File: src/rtl/stopwatch_pkg.sv
// Shared definitions for the stopwatch controller: state encoding,
// counter limits and the modulo-(max+1) increment helper.
package stopwatch_pkg;

  localparam int DIV_W   = 32;
  localparam int CNT_MAX = 59;

  typedef enum logic [1:0] {
    IDLE  = 2'd0,
    RUN   = 2'd1,
    PAUSE = 2'd2,
    LAP   = 2'd3
  } state_e;

  function automatic logic [5:0] cnt_next(input logic [5:0] v, input logic [5:0] max_v);
    return (v == max_v) ? 6'd0 : v + 6'd1;
  endfunction

endpackage

File: src/rtl/stopwatch_ctrl_tick_gen.sv
// Programmable prescaler: pulses tick once every num enabled cycles
// (every enabled cycle for num of 0 or 1); clr zeroes the fraction.
module tick_gen #(
  parameter int DIV_W = 32
) (
  input  logic             clk,
  input  logic             rst_n,
  input  logic             en,
  input  logic             clr,
  input  logic [DIV_W-1:0] num,
  output logic             tick
);

  localparam logic [DIV_W-1:0] ONE  = {{(DIV_W-1){1'b0}}, 1'b1};
  localparam logic [DIV_W-1:0] ZERO = {DIV_W{1'b0}};

  logic [DIV_W-1:0] pcnt_q;
  logic [DIV_W-1:0] pcnt_d;
  logic [DIV_W-1:0] term_s;

  // Terminal compare; >= lets a shrinking num wrap on the next enabled cycle.
  always_comb begin
    term_s = (num <= ONE) ? ZERO : num - ONE;
    tick   = en & (pcnt_q >= term_s);
  end

  // Prescaler next state: clear, wrap on tick, count while enabled, else hold.
  always_comb begin
    pcnt_d = pcnt_q;
    if (clr) begin
      pcnt_d = ZERO;
    end else if (tick) begin
      pcnt_d = ZERO;
    end else if (en) begin
      pcnt_d = pcnt_q + ONE;
    end else begin
      pcnt_d = pcnt_q;
    end
  end

  // Prescaler register.
  always_ff @(posedge clk) begin
    if (!rst_n) begin
      pcnt_q <= ZERO;
    end else begin
      pcnt_q <= pcnt_d;
    end
  end

endmodule

File: src/rtl/stopwatch_ctrl.sv
// Stopwatch controller: start/pause/lap/clear FSM sequencing the prescaler,
// cascaded seconds/minutes counters and the lap-frozen display registers.
module stopwatch_ctrl #(
  parameter int DIV_W   = stopwatch_pkg::DIV_W,
  parameter int CNT_MAX = stopwatch_pkg::CNT_MAX
) (
  input  logic             clk,
  input  logic             rst_n,
  input  logic [DIV_W-1:0] num,
  input  logic             btn_start,
  input  logic             btn_lap,
  input  logic             btn_clear,
  output logic [5:0]       sec,
  output logic [5:0]       min,
  output logic             tick,
  output logic             running,
  output logic             lap_hold,
  output logic             wrap
);

  import stopwatch_pkg::*;

  localparam logic [5:0] MAX_S = 6'(CNT_MAX);

  state_e     state_q, state_d;
  logic       clr_s, snap_en_s, en_s, tick_s;
  logic [5:0] sec_q, sec_d, min_q, min_d;
  logic [5:0] snap_sec_q, snap_sec_d, snap_min_q, snap_min_d;
  logic [5:0] disp_sec_q, disp_sec_d, disp_min_q, disp_min_d;
  logic       running_q, lap_hold_q, wrap_q, wrap_d;

  assign en_s = (state_q == RUN) || (state_q == LAP);

  tick_gen #(.DIV_W(DIV_W)) u_tick_gen (
    .clk   (clk),
    .rst_n (rst_n),
    .en    (en_s),
    .clr   (clr_s),
    .num   (num),
    .tick  (tick_s)
  );

  // Button FSM; clear outranks start, start outranks lap.
  always_comb begin
    state_d   = state_q;
    clr_s     = 1'b0;
    snap_en_s = 1'b0;
    case (state_q)
      IDLE: begin
        if (btn_clear) begin
          state_d = IDLE;
        end else if (btn_start) begin
          state_d = RUN;
          clr_s   = 1'b1;
        end else begin
          state_d = IDLE;
        end
      end
      RUN: begin
        if (btn_start) begin
          state_d = PAUSE;
        end else if (btn_lap) begin
          state_d   = LAP;
          snap_en_s = 1'b1;
        end else begin
          state_d = RUN;
        end
      end
      LAP: begin
        if (btn_start) begin
          state_d = PAUSE;
        end else if (btn_lap) begin
          state_d = RUN;
        end else begin
          state_d = LAP;
        end
      end
      PAUSE: begin
        if (btn_clear) begin
          state_d = IDLE;
          clr_s   = 1'b1;
        end else if (btn_start) begin
          state_d = RUN;
        end else begin
          state_d = PAUSE;
        end
      end
      default: begin
        state_d = IDLE;
      end
    endcase
  end

  // Live counters, snapshot and the display selection for the next cycle.
  always_comb begin
    sec_d      = sec_q;
    min_d      = min_q;
    snap_sec_d = snap_sec_q;
    snap_min_d = snap_min_q;
    wrap_d     = tick_s & (sec_q == MAX_S) & (min_q == MAX_S);
    if (clr_s) begin
      sec_d = 6'd0;
      min_d = 6'd0;
    end else if (tick_s) begin
      sec_d = cnt_next(sec_q, MAX_S);
      min_d = (sec_q == MAX_S) ? cnt_next(min_q, MAX_S) : min_q;
    end else begin
      sec_d = sec_q;
      min_d = min_q;
    end
    if (clr_s) begin
      snap_sec_d = 6'd0;
      snap_min_d = 6'd0;
    end else if (snap_en_s) begin
      snap_sec_d = sec_q;
      snap_min_d = min_q;
    end else begin
      snap_sec_d = snap_sec_q;
      snap_min_d = snap_min_q;
    end
    if (state_d == LAP) begin
      disp_sec_d = snap_sec_d;
      disp_min_d = snap_min_d;
    end else begin
      disp_sec_d = sec_d;
      disp_min_d = min_d;
    end
  end

  // State, counters and registered outputs.
  always_ff @(posedge clk) begin
    if (!rst_n) begin
      state_q    <= IDLE;
      sec_q      <= 6'd0;
      min_q      <= 6'd0;
      snap_sec_q <= 6'd0;
      snap_min_q <= 6'd0;
      disp_sec_q <= 6'd0;
      disp_min_q <= 6'd0;
      running_q  <= 1'b0;
      lap_hold_q <= 1'b0;
      wrap_q     <= 1'b0;
    end else begin
      state_q    <= state_d;
      sec_q      <= sec_d;
      min_q      <= min_d;
      snap_sec_q <= snap_sec_d;
      snap_min_q <= snap_min_d;
      disp_sec_q <= disp_sec_d;
      disp_min_q <= disp_min_d;
      running_q  <= (state_d == RUN) || (state_d == LAP);
      lap_hold_q <= (state_d == LAP);
      wrap_q     <= wrap_d;
    end
  end

  assign sec      = disp_sec_q;
  assign min      = disp_min_q;
  assign tick     = tick_s;
  assign running  = running_q;
  assign lap_hold = lap_hold_q;
  assign wrap     = wrap_q;

endmodule

File: config.mk
export PLATFORM = sky130hd
export DESIGN_NAME = stopwatch_ctrl
export DESIGN_NICKNAME = d
export VERILOG_FILES = /design/src/rtl/stopwatch_pkg.sv /design/src/rtl/stopwatch_ctrl_tick_gen.sv /design/src/rtl/stopwatch_ctrl.sv
export SDC_FILE = /design/constraint.sdc
export NUM_CORES = 1
export LEC_CHECK = 0
export BUFFER_PORTS_ARGS = -buffer_cell sky130_fd_sc_hd__buf_2
export CAP_MARGIN = 20
export CORE_AREA = 2 2 110 112
export DETAILED_ROUTE_END_ITERATION = 8
export DIE_AREA = 0 0 112 114
export HOLD_SLACK_MARGIN = 0.15
export PLACE_DENSITY = 0.68
export SYNTH_ARGS = -nofsm -noshare
export SYNTH_HDL_FRONTEND = slang
export SYNTH_SLANG_ARGS = --single-unit
File: constraint.sdc
create_clock -name clk -period 13.7 [get_ports clk]
set_clock_uncertainty 0.05 [all_clocks]
set_input_delay 1.37 -clock clk [delete_from_list [all_inputs] [get_ports clk]]
set_output_delay 1.37 -clock clk [all_outputs]
set_load 0.02 [all_outputs]
# After elaboration in Yosys (flattened, before gate mapping)
# Cells that the tools add are included.
word_totals:
  regBits: 73
  inputBits: 37
  out_inout_bits: 16
  elab_cells: 62
op_classes:
  add_sub_neg: 4
  n_lt_le_gt_ge: 2
  n_eq_ne: 7
  muxes: 30
  n_bitwise: 4
  n_reduce_logical: 4
ops:
  columns: ["cell", "count"]
  rows:
  - ["$mux W6", 13]
  - ["$add A32 B1 Y32 const B", 1]
  - ["$ge A32 B32 Y1", 1]
  - ["$le A32 B1 Y1 const B", 1]
  - ["$mux W32", 1]
  - ["$sub A32 B1 Y32 const B", 1]
  - ["$add A6 B1 Y6 const B", 2]
  - ["$eq A6 B6 Y1 const B", 2]
  - ["$mux W2", 6]
  - ["$mux W1", 8]
  - ["$pmux W2 S4", 1]
  - ["$eq A2 B2 Y1 const B", 3]
  - ["$eq A2 B1 Y1 const B", 2]
  - ["$and A1 B1 Y1", 3]
  - ["$reduce_or A3 Y1", 1]
  - ["$logic_not A2 Y1", 1]
  - ["$logic_or A1 B1 Y1", 2]
  - ["$pmux W1 S2", 1]
  - ["$not A1 Y1", 1]

# Logic depth before layout (Yosys ltp)
# Gate-level depths: netlist of run 1.
depth:
  depth_word: 7
  depth_mapped: 17
  ltp_nobuf: 16

# Modules after synthesis
# A second synthesis of run 1 with hierarchy kept.
unflattened:
  cells_unflattened: 547
  hier_area_um2: 4614.4
by_module_without_submodules:
  columns: ["mod", "instances", "cells_per_inst", "area_each_um2", "seq_area_each_um2"]
  rows:
  - ["tick_gen", 1, 373, 2911.5, 640.6]
  - ["stopwatch_ctrl", 1, 174, 1702.9, 800.8]

# Worst setup path after synthesis of run 1
# No wires, ideal clock.
synth_path:
  kind: "input port to output port"
  startpoint: "input port num[11]"
  endpoint: "output port tick"
  arrival_ns: 4.904
  slack_ns: 7.376
  stages: 14
  n_path_buf: 0
  cell_sequence: "or4_4 nor4b_4 nand4_2 or4_4 or3b_1 xnor2_1 nand2_1 ha_1 nand4_1 nor4_1 nand4_1 a31oi_1 nor2_1 inv_2"
synth_between:
  elab_chain_cells: 4
  elab_cells_between_ends: 5
synth_lines:
  columns: ["item", "line", "source"]
  rows:
  - ["from (decl)", "stopwatch_ctrl.sv:9", "input logic [DIV_W-1:0] num,"]
  - ["$sub A32 B1 Y32 / $le A32 B1 Y1 (equally long branches)", "stopwatch_ctrl_tick_gen.sv:23", "term_s = (num <= ONE) ? ZERO : num - ONE;"]
  - ["$mux W32 *", "stopwatch_ctrl_tick_gen.sv:23", null]
  - ["$ge A32 B32 Y1 *", "stopwatch_ctrl_tick_gen.sv:24", "tick = en & (pcnt_q >= term_s);"]
  - ["$and A1 B1 Y1 *", "stopwatch_ctrl_tick_gen.sv:24", null]
  - ["to (decl)", "stopwatch_ctrl.sv:15", "output logic tick,"]
# Every way passes the cells marked *; elsewhere a longest branch is shown, timed or not.

# Worst setup path after layout of run 1
# Same ends and word-level chain as after synthesis.

==> metrics.md, run 1 <==
| Metric | Value |
|---|---|
| Outcome | `finished, final reports clean` |
| HP Class | `flop to flop` |
| CP startpoint kind | `input port` |
| Min-Delay Endpoint | `snap_min_q[4]$_SDFF_PN0_` |
| Setup TNS | `0 ns` |
| I/O pins | `53` |
| Initial Utilization | `0.386` |
| Residual DRC count | `0` |
| Layout cells sized above 1 | `0.131` |
| Worst stage delay on the critical path | `between 0.5 and 0.6 ns` |
| ANT nets after route | `0` |
| Max IR drop VDD | `0.0590 mV` |
| Register area | `between 1000 and 1500 um2` |
| R2r setup slk | `between 10 and 15 ns` |
| Post-CTS sizing | `0` |
| Max-cap violations | `0` |
| Vias | `approximately 4100` |
| Final setup violation count | `0` |
| Post-synth net total | `between 600 and 700` |
| WHS Path Cells | `2` |
| Top_reg_cell synth | `dfxtp_1` |
| Number of synthesized flops with an enable pin | `0` |
| Mapped Cells | `between 500 and 600` |
| Achievable Freq | `approximately 140 MHz` |
| Yosys warns | `0` |
| Drt via density | `between 5 and 6` |
| Starting DRT DRC Count | `183` |
| Total global routing overflow | `0` |
| TritonCTS buffer count | `9` |
| Area delta synth->final | `16.0%` |
| First-pass GRT wire length | `between 15000 and 20000 um` |
| Tcrit/Tclk final | `0.518` |
| Worst Tran Pin Value | `around 0.93 ns` |
| Headroom to the max-slew limit | `0.379` |
| Post-DP Area | `4900 um2` |
| Post-layout min period | `about 7.1 ns` |
| CORE AREA | `11700 um2` |
| Commonest non-fill, non-tap cell in the layout | `nor2_1` |
| Number of global-route vias before repair | `3885` |
| Routability cong. | `between 0.8 and 0.9` |
| Pleak | `approximately 2.2 nW` |
| FF+latch count, synth | `72` |
| Syn avg cell area | `7.91 um2` |
| Hpwl dp | `7790 um` |
| Critical path class | `input port to primary output` |
| Pre-antenna DRT Iters | `5` |
| Clock Tree Buf Depth | `2` |
| H-Tree Depth | `3` |
| RSZ-0062 raised after global routing | `false` |
| CP Data Arrival Time | `5.68 ns` |
| Seq/Total Area, Yosys | `0.319` |
| Beginning of the worst hold path | `snap_min_q[4]$_SDFF_PN0_` |
| Multi-input logic area | `2950 um2` |
| Most frequent cells in the layout | `nor2_1 (94), nand2_1 (79), dfxtp_1 (72), buf_2 (52), ha_1 (37)` |
| CTS clock-pin slew for the worst setup and hold paths | `about 0.050 ns` |
| Clock root cell | `clkbuf_16` |
| WL final | `between 10000 and 15000 um` |
| PortBufs | `52` |
| Reg2reg end | `u_tick_gen.pcnt_q[16]$_SDFFE_PP0P_` |
| Post-route cell area | `approximately 5200 um2` |
| R2r startpoint | `u_tick_gen.pcnt_q[0]$_SDFFE_PP0P_` |
| Final Max Slew Viols | `0` |
| Die Wd | `approximately 110 um` |
| Skew-Pair Late Insertion Delay | `0.34 ns` |
| # hold bufs at CTS | `0` |
| Number of post-CTS setup repair buffers | `0` |
| Initial antenna violation count | `0` |
| Worst Path Max Fanout | `9` |
| Final hold violations | `0` |
| Cells on worst reg2reg path | `10` |
| GRT Util Overall | `0.167` |
| TritonCTS clock tree | `yes` |
| Die Ht | `114 um` |
| TritonCTS sink count | `just over 70` |
| Row count | `40` |
| FILL cells | `1178` |
| Library cells used by synthesis | `51` |
| DIE AREA | `approximately 13000 um2` |
| Cell Pwr Density | `about 96 nW/um2` |
| Largest net degree at the start of global routing | `33` |
| CP Capture Type | `primary output` |
| Async SR Flop Fraction | `0` |
| CP max-delay cell | `or4_4` |
| Avg WL per Cell | `~13 um` |
| Diode count | `0` |
| Worst endpoint required time | `roughly 12 ns` |
| Cell Area, Synth | `about 4500 um2` |
| Crit path cell chain | `buf_2 > or4_4 > nor4b_4 > nand4_2 > or4_4 > or3b_1 > xnor2_1 > nand2_1 > ha_1 > nand4_1 > nor4_1 > nand4_1 > a31oi_1 > nor2_1 > inv_2 > buf_2` |
| Final #Nets | `slightly below 700` |
critical path: cells and delay by family:
| kind | cells | cell delay [ns] |
|---|---|---|
| buffers and inverters | 3 | 0.49 |
| XOR/XNOR | 1 | 0.16 |
| adder cells (fa/ha/maj) | 1 | 0.28 |
| AO/OA/AOI/OAI | 1 | 0.36 |
| AND/OR/NAND/NOR | 10 | 3.00 |
metrics by stage:
step	power, mW	setup slack [ns]	util	hold slack [ns]	cells
after floorplan	0.239	7.38	-	0.406	571
after global placement	0.253	6.79	0.419	0.420	753
after detailed placement	0.255	6.65	0.419	0.427	753
after CTS	0.506	6.64	0.446	0.440	769
after global routing	0.521	6.25	0.448	0.490	771
final	0.502	6.60	0.448	0.436	771
kinds of logic after synthesis:
logic type               synth area share
adder cells (fa/ha/maj)             0.102
multiplexers                       0.0404
flip-flops                          0.319
AND/OR/NAND/NOR                     0.302
buffers and inverters              0.0282
XOR/XNOR                            0.116
AO/OA/AOI/OAI                      0.0911
power breakdown:
group	total [mW]	switching [mW]	leakage, nW	internal (mW)
registers	0.212	0.00138	0.580	0.210
logic	0.0393	0.0238	1.48	0.0156
clock network	0.251	0.0915	0.156	0.160
total	0.502	0.117	2.22	0.385
sequential cells by signal, summed over array words and instances (netlist names):
register and count:
u_tick_gen.pcnt_q 32, min 6, lap_hold 1, snap_min_q 6, snap_sec_q 6, sec_q 6
state_q 2, min_q 6, sec 6, wrap 1
cell usage after synthesis (3+ instances only):
| library cell | number | area share |
|---|---|---|
| nor2_1 | 94 | 0.078 |
| nand2_1 | 79 | 0.066 |
| dfxtp_1 | 72 | 0.32 |
| ha_1 | 37 | 0.10 |
| xor2_1 | 34 | 0.066 |
| a21oi_1 | 27 | 0.030 |
| xnor2_1 | 26 | 0.050 |
| nor3_1 | 20 | 0.022 |
| nand3_1 | 17 | 0.019 |
| clkbuf_1 | 16 | 0.013 |
| mux2i_1 | 16 | 0.035 |
| inv_1 | 15 | 0.012 |
| nand4_1 | 15 | 0.021 |
| o21ai_0 | 13 | 0.014 |
| nor4_1 | 8 | 0.011 |
| and3_1 | 7 | 0.0097 |
| or3_1 | 7 | 0.0097 |
| and2_1 | 6 | 0.0083 |
| nand2b_1 | 6 | 0.0083 |
| a31oi_1 | 5 | 0.0069 |
| nor2b_1 | 5 | 0.0069 |
| nand4b_1 | 4 | 0.0078 |
| nor4b_1 | 3 | 0.0058 |
| o31ai_1 | 3 | 0.0050 |
cell type report:
| cell class | instances | area share |
|---|---|---|
| inverters | 16 | 0.0115 |
| repair buffers | 55 | 0.0549 |
| clock inverters | 7 | 0.0181 |
| clock buffers | 9 | 0.0430 |
| well taps | 147 | 0.0351 |
| flip-flops and latches | 72 | 0.275 |
| multi-input cells | 465 | 0.563 |
how the worst max path moves through the flow:
stage	from	end	slack (ns)	depth (start not counted)
final	num[11]	tick	6.60	16
after global placement	num[11]	tick	6.79	16
after detailed placement	num[11]	tick	6.65	16
after global routing	num[11]	tick	6.25	16
after CTS	num[11]	tick	6.64	16
after floorplan	num[11]	tick	7.38	14
layer usage:
layer | wire (um) | global-route usage | up-vias
met5 | 0 | 0 | -
met4 | 140 | 0.0545 | 0
met3 | 563 | 0.0377 | 13
met2 | 4620 | 0.274 | 117
met1 | 4760 | 0.220 | 1903
li1 | - | - | 2072
(Power assumes the default switching activity.)
==> run 2: changes to the inputs <==
==> constraint.sdc (replaced) <==
create_clock -name clk -period 6.99 [get_ports clk]
set_clock_uncertainty 0.05 [all_clocks]
set_input_delay 0.699 -clock clk [delete_from_list [all_inputs] [get_ports clk]]
set_output_delay 0.699 -clock clk [all_outputs]
set_load 0.02 [all_outputs]
==> run 2 against run 1 <==
Net effect: worst setup slack got worse by 5.6 ns; design area is 0.43% lower; critical path depth unchanged.
==> metrics.md, run 2 (synthesis gave the netlist of run 1 again) <==
| Metric | Value |
|---|---|
| First-pass GRT wire length | `around 18000 um` |
| ANT nets after route | `0` |
| Drt via density | `about 5.3` |
| Reg with most FFs | `u_tick_gen.pcnt_q` |
| H-Tree Depth | `3` |
| Final #Nets | `693` |
| Post-route cell area | `roughly 5200 um2` |
| Number of global-route vias before repair | `~3800` |
| HP Class | `flop to flop` |
| Die Wd | `between 100 and 150 um` |
| Max-cap violations | `0` |
| Reg2reg end | `u_tick_gen.pcnt_q[27]$_SDFFE_PP0P_` |
| Residual DRC count | `0` |
| Critical path class | `input port to primary output` |
| DP Worst Slack | `between 0.9 and 1 ns` |
| Area delta synth->final | `15.5%` |
| Pleak | `around 2.2 nW` |
| CP startpoint kind | `input port` |
| Tcrit/Tclk final | `0.858` |
| Skew-Pair Late Insertion Delay | `~0.33 ns` |
| Cells on worst reg2reg path | `9` |
| Worst endpoint required time | `~6.2 ns` |
| Die Ht | `114 um` |
| TritonCTS sink count | `72` |
| TritonCTS buffer count | `9` |
| Post-CTS sizing | `0` |
| Total global routing overflow | `0` |
| Max IR drop VDD | `0.217 mV` |
| WHS Path Cells | `2` |
| Row count | `40` |
| Clock root cell | `clkbuf_16` |
| GRT Util Overall | `0.164` |
| I/O pins | `53` |
| Setup ws final | `about 1 ns` |
| Layout cells sized above 1 | `0.131` |
| Min-Delay Endpoint | `snap_min_q[4]$_SDFF_PN0_` |
| Worst Path Max Fanout | `17` |
| Initial antenna violation count | `0` |
| WP buf/inv | `3` |
| PortBufs | `52` |
| TritonCTS clock tree | `yes` |
| Delay-heaviest family, CP | `simple AND/OR/NAND/NOR gates` |
| Crit path cell chain | `buf_2 > or4_1 > nor3_1 > or3b_1 > nor3_1 > nand4_1 > nor3b_1 > a21oi_1 > ha_1 > nand4_1 > nor4_1 > nand4_1 > a31oi_1 > nor2_1 > inv_2 > buf_2` |
| Metal3 WL | `between 400 and 500 um` |
| Final core utilization | `0.446` |
| Top sig layer | `met4` |
| CP max-delay cell | `or4_1` |
| R2r setup slk | `roughly 3.6 ns` |
| Final setup violation count | `0` |
| Post-layout min period | `~6.0 ns` |
| Post-DP Area | `between 4000 and 5000 um2` |
| Critical Path Most Common Cell | `nand4_1` |
| Starting DRT DRC Count | `200` |
| WL final | `between 10000 and 15000 um` |
| Cell Pwr Density | `about 180 nW/um2` |
| Met2 WL | `between 4000 and 5000 um` |
| Achievable Freq | `about 170 MHz` |
| Beginning of the worst hold path | `snap_min_q[4]$_SDFF_PN0_` |
| CTS clock-pin slew for the worst setup and hold paths | `0.06 ns` |
| Final Max Slew Viols | `0` |
| Hpwl dp | `just under 8000 um` |
| Clock Tree Buf Depth | `2` |
| Largest register FFs | `32` |
| Routability cong. | `0.897` |
| FILL cells | `~1200` |
| Metal-1 WL | `between 4000 and 5000 um` |
| Setup TNS | `0 ns` |
| Final hold violations | `0` |
| Pre-antenna DRT Iters | `5` |
| Outcome | `finished, final reports clean` |
| R2r startpoint | `u_tick_gen.pcnt_q[0]$_SDFFE_PP0P_` |
| Number of post-CTS setup repair buffers | `0` |
| Vias | `4071` |
| Diode count | `0` |
| Pwr Total | `roughly 0.95 mW` |
| CP Data Arrival Time | `roughly 5.3 ns` |
| Most frequent cells in the layout | `nor2_1 (94), nand2_1 (79), dfxtp_1 (72), buf_2 (52), ha_1 (37)` |
| # hold bufs at CTS | `0` |
| RSZ-0062 raised after global routing | `false` |
| Initial Utilization | `0.386` |
| Headroom to the max-slew limit | `0.301` |
| DIE AREA | `12800 um2` |
| Worst Tran Pin Value | `1.05 ns` |
| Commonest non-fill, non-tap cell in the layout | `nor2_1` |
| CP Capture Type | `primary output` |
| CORE AREA | `around 12000 um2` |
| Avg WL per Cell | `roughly 13 um` |
| Largest net degree at the start of global routing | `33` |
| Worst stage delay on the critical path | `about 0.56 ns` |
## run 2: cell types whose count changed in the layout (fill, tap and decap cells not counted), sizes merged
| cell | before | now |
|---|---|---|
| bufinv | 2 | 1 |
| inv | 17 | 18 |
| clkbuf | 10 | 11 |
| clkinvlp | 1 | 0 |
## run 2: how the worst max path moves through the flow
stage | slack [ns] | depth (start not counted) | endpoint | startpoint
floorplan | 2.01 | 14 | tick | num[11]
global placement | 1.23 | 16 | tick | num[11]
detailed placement | 0.98 | 16 | u_tick_gen.pcnt_q[27]$_SDFFE_PP0P_ | num[24]
CTS | 1.0 | 16 | tick | num[24]
global route | 0.53 | 16 | tick | num[23]
finish | 0.99 | 16 | tick | num[24]
## run 2: worst register-to-register path: stages, from the launching register on
cell       delay (ns)
dfxtp_1          0.43
inv_1            0.08
ha_1             0.29
nand2b_1         0.14
a2111oi_0        0.34
nand4b_1         0.18
a31oi_1          0.19
nor2_1           0.50
nand2_1          0.78
nor2_1           0.30
## run 2: area by class of cell
| cell class | instances | area [um2] | share of cell area |
|---|---|---|---|
| inverters | 16 | 60.1 | 0.0115 |
| clock inverters | 6 | 66.3 | 0.0127 |
| multi-input cells | 465 | 2950 | 0.565 |
| repair buffers | 55 | 280 | 0.0537 |
| clock buffers | 10 | 239 | 0.0458 |
| well taps | 147 | 184 | 0.0352 |
| flip-flops and latches | 72 | 1440 | 0.276 |
## run 2: through the flow
stage / cells / hold slack (ns)
3_3_place_gp: 754 / 0.420
6_report: 771 / 0.443
2_1_floorplan: 571 / 0.406
3_5_place_dp: 754 / 0.433
5_1_grt: 771 / 0.477
4_1_cts: 770 / 0.449
## run 2: routing by layer
layer	track usage	vias to the layer above
li1	-	2076
met1	0.213	1884
met2	0.280	103
met3	0.0276	8
met4	0.0520	0
met5	0	-
## run 2: power breakdown
part           switching (mW)  internal (mW)  leakage [nW]
sequential            0.00273          0.412         0.580
combinational          0.0460         0.0299          1.48
clock                   0.176          0.288         0.153
total                   0.224          0.730          2.21
==> run 3: changes to the inputs <==
--- a/config.mk
+++ b/config.mk
@@ -11,7 +11,7 @@
 export DETAILED_ROUTE_END_ITERATION = 8
 export DIE_AREA = 0 0 112 114
 export HOLD_SLACK_MARGIN = 0.15
-export PLACE_DENSITY = 0.68
+export PLACE_DENSITY = 0.54
 export SYNTH_ARGS = -nofsm -noshare
 export SYNTH_HDL_FRONTEND = slang
 export SYNTH_SLANG_ARGS = --single-unit
==> run 3 against run 2 <==
Net effect: wire length increased by 3.8%; cell count decreased by 0.13%; largest cell class unchanged; hold slack got worse by 0.0045 ns; combinational power increased by 2%; worst setup slack improved by 0.17 ns; critical endpoint unchanged; clock-buffer cell count increased by 4; first-iteration DRC count decreased by 23%.
==> metrics.md, run 3 (synthesis gave the netlist of run 1 again) <==
| Metric | Value |
|---|---|
| Outcome | `finished, final reports clean` |
| ANT nets after route | `0` |
| TritonCTS clock tree | `yes` |
| DP Worst Slack | `roughly 1.2 ns` |
| Skew-Pair Late Insertion Delay | `approximately 0.33 ns` |
| Drt via density | `5.14` |
| Vias | `3961` |
| Layout cells sized above 1 | `0.127` |
| Hpwl dp | `~8200 um` |
| Critical path class | `input port to primary output` |
| Residual DRC count | `0` |
| CP Capture Type | `primary output` |
| FILL cells | `around 1200` |
| GRT Util Overall | `0.173` |
| First-pass GRT wire length | `about 18000 um` |
| Max-cap violations | `0` |
| Achievable Freq | `172 MHz` |
| Final Max Slew Viols | `0` |
| CP startpoint kind | `input port` |
| Register area | `around 1400 um2` |
| Number of post-CTS setup repair buffers | `0` |
| Placed cells | `about 750` |
| Worst endpoint required time | `around 6.2 ns` |
| Die Wd | `~110 um` |
| Area delta synth->final | `16.1%` |
| Row count | `40` |
| Most frequent cells in the layout | `nor2_1 (94), nand2_1 (79), dfxtp_1 (72), buf_2 (52), ha_1 (37)` |
| Initial Utilization | `0.386` |
| Starting DRT DRC Count | `roughly 150` |
| Die Ht | `114 um` |
| TritonCTS buffer count | `9` |
| Clock root cell | `clkbuf_16` |
| Post-DP Area | `about 4900 um2` |
| Post-route cell area | `5240 um2` |
| Total global routing overflow | `0` |
| HP Class | `flop to flop` |
| Post-CTS sizing | `0` |
| Worst Path Max Fanout | `9` |
| Final hold violations | `0` |
| Reg with most FFs | `u_tick_gen.pcnt_q` |
| Post-layout instance count excluding filler cells | `770` |
| Setup ws final | `about 1.2 ns` |
| Pleak | `~2.2 nW` |
| Pwr Total | `1.01 mW` |
| TritonCTS sink count | `72` |
| Largest net degree at the start of global routing | `33` |
| Tcrit/Tclk final | `0.834` |
| Final setup violation count | `0` |
| Commonest non-fill, non-tap cell in the layout | `nor2_1` |
| WL final | `10600 um` |
| PortBufs | `52` |
| Headroom to the max-slew limit | `0.277` |
| Initial antenna violation count | `0` |
| CORE AREA | `between 10000 and 15000 um2` |
| Clock Tree Buf Depth | `2` |
| DIE AREA | `between 10000 and 15000 um2` |
| Post-layout min period | `5.83 ns` |
| Largest register FFs | `32` |
| # hold bufs at CTS | `0` |
| Number of global-route vias before repair | `about 3800` |
| H-Tree Depth | `3` |
| Final #Nets | `692` |
| Diode count | `0` |
| Cell Pwr Density | `between 150 and 200 nW/um2` |
| Max IR drop VDD | `around 0.099 mV` |
| RSZ-0062 raised after global routing | `false` |
| Worst Tran Pin Value | `roughly 1.1 ns` |
| Multi-input logic area | `just under 3000 um2` |
| Routability cong. | `approximately 0.85` |
| Pre-antenna DRT Iters | `4` |
| CP Data Arrival Time | `around 5 ns` |
| CTS clock-pin slew for the worst setup and hold paths | `~0.050 ns` |
| Avg WL per Cell | `around 14 um` |
| Setup TNS | `0 ns` |
| I/O pins | `53` |
-- run 3: cell count changes in the layout (fill, tap and decap cells not counted), moves of 2 or more --
| cell | before | now |
|---|---|---|
| clkinv_2 | 2 | 0 |
| clkbuf_1 | 0 | 2 |
| clkbuf_8 | 1 | 3 |
| inv_6 | 2 | 0 |
-- run 3: worst paths after layout --
path         slack (ns)                          startpoint  cells after the start                       end
max                1.16                             num[11]                     16                      tick
min                0.44            snap_min_q[4]$_SDFF_PN0_                      2  snap_min_q[4]$_SDFF_PN0_
max reg2reg        4.10  u_tick_gen.pcnt_q[25]$_SDFFE_PP0P_                      8         sec[4]$_SDFF_PN0_
min reg2reg        0.44            snap_min_q[4]$_SDFF_PN0_                      2  snap_min_q[4]$_SDFF_PN0_
-- run 3: per-layer routing --
layer	up-vias	track usage	part of all wire
li1	2076	-	-
met1	1801	0.219	0.49
met5	-	0	0
met3	12	0.0329	0.034
met4	0	0.0650	0.015
met2	72	0.296	0.46
-- run 3: stage by stage --
step | hold slack, ns | utilization
final | 0.438 | 0.448
after global routing | 0.464 | 0.448
after CTS | 0.445 | 0.448
after detailed placement | 0.430 | 0.419
after global placement | 0.421 | 0.419
after floorplan | 0.406 | -
-- run 3: power breakdown --
part / internal (mW) / switching (mW) / total (mW)
Combinational: 0.0299 / 0.0473 / 0.0772
Sequential: 0.412 / 0.00264 / 0.415
Clock: 0.342 / 0.171 / 0.513
-- run 3: layout make-up --
class | instances | share of cell area
multi-input cells | 465 | 0.562
flip-flops and latches | 72 | 0.275
repair buffers | 54 | 0.0525
clock buffers | 14 | 0.0523
well taps | 147 | 0.0351
clock inverters | 2 | 0.0115
inverters | 16 | 0.0115
-- run 3: worst max-delay path: stages --
cell and delay [ns]:
buf_2 0.11, or4_4 0.56, nor4b_4 0.28, nand4_2 0.18, or4_4 0.48, or3b_1 0.41
xnor2_1 0.15, nand2_1 0.07, ha_1 0.29, nand4_1 0.14, nor4_1 0.46, nand4_1 0.24
a31oi_1 0.39, nor2_1 0.23, inv_2 0.19, buf_2 0.19
